==> src/rtl/charge_detector_pkg.sv <==
// Shared defaults and helpers for the charge-level detector.
// Latency n/a; no flow control (pure constants and functions).
package charge_detect_pkg;

  localparam int DEF_WIDTH    = 4;
  localparam int DEF_LOW_ON   = 0;
  localparam int DEF_LOW_OFF  = 2;
  localparam int DEF_FULL_ON  = 15;
  localparam int DEF_FULL_OFF = 13;
  localparam int DEF_STABLE   = 2;

  function automatic int cnt_width(input int stable);
    return $clog2(stable) + 1;
  endfunction

endpackage

==> src/rtl/charge_detector_if.sv <==
// Level bus between the charge sensor (master) and the detector (slave).
// Latency n/a; no backpressure, level is sampled every cycle.
interface charge_detector_if
  import charge_detect_pkg::*;
#(
  parameter int WIDTH = DEF_WIDTH
);

  logic [WIDTH-1:0] A;
  logic             Y0;
  logic             Y1;

  modport master (output A, input Y0, input Y1);
  modport slave  (input A, output Y0, output Y1);

endinterface

==> src/rtl/charge_detector_hyst_debounce.sv <==
// One debounced flag: toggles after STABLE consecutive cycles of its pending condition.
// Latency STABLE edges from first true condition; no backpressure.
module hyst_debounce
  import charge_detect_pkg::*;
#(
  parameter int STABLE = DEF_STABLE
) (
  input  logic clk,
  input  logic rst_n,
  input  logic set_cond,
  input  logic clr_cond,
  output logic flag
);

  localparam int             CW       = cnt_width(STABLE);
  localparam logic [CW-1:0]  CNT_LAST = CW'(STABLE - 1);

  logic [CW-1:0] cnt_q, cnt_d;
  logic          flag_q, flag_d;
  logic          pend;

  always_comb begin
    cnt_d  = '0;
    flag_d = flag_q;
    pend   = flag_q ? clr_cond : set_cond;
    if (pend) begin
      if (cnt_q == CNT_LAST) begin
        flag_d = ~flag_q;
      end else begin
        cnt_d = cnt_q + CW'(1);
      end
    end
  end

  always_ff @(posedge clk or negedge rst_n) begin
    if (!rst_n) begin
      cnt_q  <= '0;
      flag_q <= 1'b0;
    end else begin
      cnt_q  <= cnt_d;
      flag_q <= flag_d;
    end
  end

  assign flag = flag_q;

endmodule

==> src/rtl/charge_detector.sv <==
// Charge-level monitor: debounced empty (Y0) and full (Y1) flags with hysteresis.
// Latency STABLE+1 edges from A change to flag; no backpressure.
module charge_detector
  import charge_detect_pkg::*;
#(
  parameter int WIDTH    = DEF_WIDTH,
  parameter int LOW_ON   = DEF_LOW_ON,
  parameter int LOW_OFF  = DEF_LOW_OFF,
  parameter int FULL_ON  = DEF_FULL_ON,
  parameter int FULL_OFF = DEF_FULL_OFF,
  parameter int STABLE   = DEF_STABLE
) (
  input  logic             clk,
  input  logic             rst_n,
  charge_detector_if.slave bus
);

  localparam logic [WIDTH-1:0] LOW_ON_V   = WIDTH'(LOW_ON);
  localparam logic [WIDTH-1:0] LOW_OFF_V  = WIDTH'(LOW_OFF);
  localparam logic [WIDTH-1:0] FULL_ON_V  = WIDTH'(FULL_ON);
  localparam logic [WIDTH-1:0] FULL_OFF_V = WIDTH'(FULL_OFF);

  if (!(LOW_ON >= 0 && LOW_ON < LOW_OFF && LOW_OFF <= FULL_OFF &&
        FULL_OFF < FULL_ON && FULL_ON <= (1 << WIDTH) - 1 && STABLE >= 1))
  begin : g_bad_params
    $error("charge_detector: illegal threshold/STABLE parameters");
  end

  logic [WIDTH-1:0] a_q, a_d;
  logic             vld_q, vld_d;
  logic             low_set, low_clr, full_set, full_clr;
  logic             y0, y1;

  // The reset value of a_q is not a real sample: comparators stay
  // quiet until the first sampling edge after release.
  always_comb begin
    a_d   = bus.A;
    vld_d = 1'b1;
  end

  always_ff @(posedge clk or negedge rst_n) begin
    if (!rst_n) begin
      a_q   <= '0;
      vld_q <= 1'b0;
    end else begin
      a_q   <= a_d;
      vld_q <= vld_d;
    end
  end

  assign low_set  = vld_q && (a_q <= LOW_ON_V);
  assign low_clr  = vld_q && (a_q >= LOW_OFF_V);
  assign full_set = vld_q && (a_q >= FULL_ON_V);
  assign full_clr = vld_q && (a_q <= FULL_OFF_V);

  hyst_debounce #(.STABLE(STABLE)) u_low (
    .clk      (clk),
    .rst_n    (rst_n),
    .set_cond (low_set),
    .clr_cond (low_clr),
    .flag     (y0)
  );

  hyst_debounce #(.STABLE(STABLE)) u_full (
    .clk      (clk),
    .rst_n    (rst_n),
    .set_cond (full_set),
    .clr_cond (full_clr),
    .flag     (y1)
  );

  assign bus.Y0 = y0;
  assign bus.Y1 = y1;

endmodule

==> src/flat_wrapper.sv <==
// flat-port wrapper written by rule: the top's interface ports become plain ports
module charge_detector_flat import charge_detect_pkg::*;
#(
  parameter int WIDTH    = DEF_WIDTH,
  parameter int LOW_ON   = DEF_LOW_ON,
  parameter int LOW_OFF  = DEF_LOW_OFF,
  parameter int FULL_ON  = DEF_FULL_ON,
  parameter int FULL_OFF = DEF_FULL_OFF,
  parameter int STABLE   = DEF_STABLE
)
  (clk, rst_n, bus_A, bus_Y0, bus_Y1);
  charge_detector_if #(.WIDTH(WIDTH)) bus_i ();
  input  logic clk;
  input  logic rst_n;
  input wire logic [$bits(bus_i.A)-1:0] bus_A;
  output wire logic [$bits(bus_i.Y0)-1:0] bus_Y0;
  output wire logic [$bits(bus_i.Y1)-1:0] bus_Y1;
  assign bus_i.A = bus_A;
  assign bus_Y0 = bus_i.Y0;
  assign bus_Y1 = bus_i.Y1;
  charge_detector #(.WIDTH(WIDTH), .LOW_ON(LOW_ON), .LOW_OFF(LOW_OFF), .FULL_ON(FULL_ON), .FULL_OFF(FULL_OFF), .STABLE(STABLE)) u_core (.clk(clk), .rst_n(rst_n), .bus(bus_i));
endmodule
==> config.mk <==
export PLATFORM = sky130hd
export DESIGN_NAME = charge_detector_flat
export DESIGN_NICKNAME = d
export VERILOG_FILES = /design/src/rtl/charge_detector_pkg.sv /design/src/rtl/charge_detector_if.sv /design/src/rtl/charge_detector_hyst_debounce.sv /design/src/rtl/charge_detector.sv /design/src/flat_wrapper.sv
export SDC_FILE = /design/constraint.sdc
export NUM_CORES = 1
export LEC_CHECK = 0
export ABC_AREA = 1
export BUFFER_PORTS_ARGS = -buffer_cell sky130_fd_sc_hd__buf_2
export CORE_AREA = 2 2 39 41
export DETAILED_ROUTE_END_ITERATION = 8
export DIE_AREA = 0 0 41 43
export PLACE_DENSITY_LB_ADDON = 0.08
export SETUP_SLACK_MARGIN = 0.15
export SYNTH_ARGS = -nofsm -noshare
export SYNTH_HDL_FRONTEND = slang
export SYNTH_SLANG_ARGS = --single-unit
==> constraint.sdc <==
create_clock -name clk -period 2.2 [get_ports clk]
set_clock_uncertainty 0.15 [all_clocks]
set_input_delay 0.11 -clock clk [delete_from_list [all_inputs] [get_ports clk]]
set_output_delay 0.11 -clock clk [all_outputs]
set_load 0.01 [all_outputs]
==> flow_summary_export.csv <==
group,metric,value,unit
outcome,outcome,"finished, final reports clean",
pwr,ir_worst_vdd,0.0003734,V
worst_setup_path,critPathLaunchType,"flip-flop",
grt,antenna_found_initial,0,
worst_setup_path,r2r_start,"u_core.u_low.flag$_DFFE_PN0P_",
yosys,synth.area.top_cells,"dfrtp_1 64%, nand2_1 11%, nor2_1 7.8%, inv_1 3.5%, nand4_1 2.9%",
route,first_iter_violations,5,
grt,gr-total-overflow,0,
cts,cts_htree_levels,1,
worst_setup_path,required,2.21,ns
cts,cts_num_sinks,11,
sta,drv_slew,0,
cts,ctsRootBufferMaster,"clkbuf_4",
layout,synthToLayoutAreaGrowth,30.35,%
grt,grt_pass1_vias,306,
grt,grt_pass1_wl,1193,um
floorplan,start_util,31.28,%
worst_setup_path,cp_max_fo,3,
cts,clockBufferDepth,2,
floorplan,die_w,41,um
sta,setup_viol,0,
yosys,synth-seq-cells,11,
yosys,ys_seq_area_share,63.58,%
sta,fin_crit,1.149,ns
floorplan,die_h,43,um
worst_setup_path,rrSetupSlack,1.05,ns
route,num_vias,332,
cts,cts_tree,"built",
cts,numCtsBuffers,3,
layout,n_antenna_cell,0,
yosys,yosysTopAreaCellShare,63.58,%
placement,io_buffers,7,
route,ant_nets,0,
yosys,yosysTopAreaCell,"dfrtp_1",
worst_setup_path,crit_type,"flip-flop to flip-flop",
worst_setup_path,timing.rr.end,"u_core.u_low.flag$_DFFE_PN0P_",
floorplan,io_pins,8,
placement,routabilityCongestion,0.7107,
route,dr.pass1.iters,4,
job,maxCapViolCount,0,
yosys,syn_nets,53,
route,drc,0,
sta,hold_viol_final,0,
sta,rsz0062_at_grt,"no",
sta,fmax,870.7,MHz
sta,worst_hold_slack,0.08335,ns
yosys,syn_area,432.9,um^2
worst_setup_path,critical_path_arrival,1.16,ns
pwr,powerDensity,753.9,mW/mm^2
pwr,p_leak,0.2774,nW
yosys,syn_inst,47,
hold_path,hp-class,"input pin to async pin",
worst_setup_path,crit_path_end_kind,"flip-flop",
grt,grt_usage,10.91,%
floorplan,rows,14,
route,drt-total-wl,652,um
floorplan,dieArea,0.001763,mm^2
yosys,synthDistinctLibCells,11,
sta,setup_tns,0,ns
grt,grt_max_degree,12,
sta,period_share,52.21,%
floorplan,core,0.001384,mm^2
yosys,ys_warn_count,0,
layout,layout-drive-gt1-share,22.22,%
cts,clk_pin_slew_worst_paths,0.07,ns
yosys,synth.avg_cell_area,9.211,um^2
worst_setup_path,startpoint,"u_core.u_low.flag$_DFFE_PN0P_",
cts,clkLatencyLatePin,0.26,ns
layout,finalNetCount,70,
route,viasPerCell,4.203,
placement,dp_hpwl,495.8,um
route,wire_per_inst,8.253,um
worst_setup_path,reg2reg_depth,6,
per-stage QoR:
step | util, % | worst slack (ns) | instance area [um^2] | std cells | total power [mW]
2_1_floorplan | - | 1.082 | 432.9 | 47 | 0.2694
5_1_grt | 40.78 | 0.8959 | 564.3 | 79 | 0.4612
6_report | 40.78 | 1.051 | 564.3 | 79 | 0.4254
3_5_place_dp | 35.26 | 1.065 | 488.0 | 70 | 0.2918
3_3_place_gp | 35.26 | 1.063 | 488.0 | 70 | 0.2919
4_1_cts | 40.78 | 1.048 | 564.3 | 79 | 0.4357
flip-flops by register name, indices dropped and copies added (netlist names):
signal	cells
u_core.u_low.cnt_q	2
u_core.vld_q	1
u_core.u_low.flag	1
u_core.u_full.cnt_q	2
u_core.u_full.flag	1
u_core.a_q	4
per-layer routing:
metal	vias up	global-route usage [%]	routed length [um]
li1	176	-	-
met1	142	12.50	284
met2	14	14.37	296
met3	0	9.424	72
met4	0	4.000	0
met5	-	0	0
critical path: stages, from the launching register on:
cell,delay (ns)
dfrtp_1,0.40
inv_1,0.10
nor2_1,0.05
a21oi_2,0.16
nand3_1,0.09
nand2_1,0.06
nand2_1,0.04
report_power, final:
group	switching, mW	leakage [nW]	internal, mW
Sequential	0.0108	0.141	0.218
Clock	0.0623	0.0150	0.0700
Combinational	0.0375	0.122	0.0268
Total	0.111	0.277	0.315
cell families after synthesis:
family / Yosys count / share of synthesized area, %
AOI/OAI and AO/OA: 2 / 4.047
buffers and inverters: 5 / 4.333
DFF: 11 / 63.58
other: 1 / 0.8662
and+or+nand+nor: 28 / 27.17
synth_stat cells:
cell type	count
nor2_2	2
a21oi_2	1
dfrtp_1	11
inv_1	4
nand4_1	2
conb_1	1
o21ai_2	1
nand3_1	2
clkinv_1	1
nand2_1	13
nor2_1	9
worst max path at each step:
stage / to / depth (start not counted)
after CTS: u_core.u_low.flag$_DFFE_PN0P_ / 6
after global routing: u_core.u_low.flag$_DFFE_PN0P_ / 6
after detailed placement: u_core.u_low.flag$_DFFE_PN0P_ / 6
after floorplan: u_core.u_low.flag$_DFFE_PN0P_ / 6
final: u_core.u_low.flag$_DFFE_PN0P_ / 6
after global placement: u_core.u_low.flag$_DFFE_PN0P_ / 6
layout by cell type (no fill, tap or decap):
cell,instances
nor2_2,2
dfrtp_1,11
nand2_1,13
clkbuf_4,3
conb_1,1
nor2_1,9
buf_2,7
nand3_1,2
dlygate4sd3_1,5
o21ai_2,1
nand4_1,2
inv_1,4
clkinv_1,1
clkbuf_1,1
a21oi_2,1
what timing repair did:
item	in CTS	in global routing
buffers inserted	0	0
hold buffers	5	0
gates resized for setup	0	0
endpoints found under the setup margin	0	0
hold endpoints to repair	15	0
area by class of cell:
class	instances	area (um^2)
tap	16	20.02
sequential	11	275.3
timing repair buffer	12	85.08
fill	138	819.5
inverter	5	18.77
clock buffer	4	26.28
multi-input combinational	31	138.9
Power figures use the tool's default switching activity.
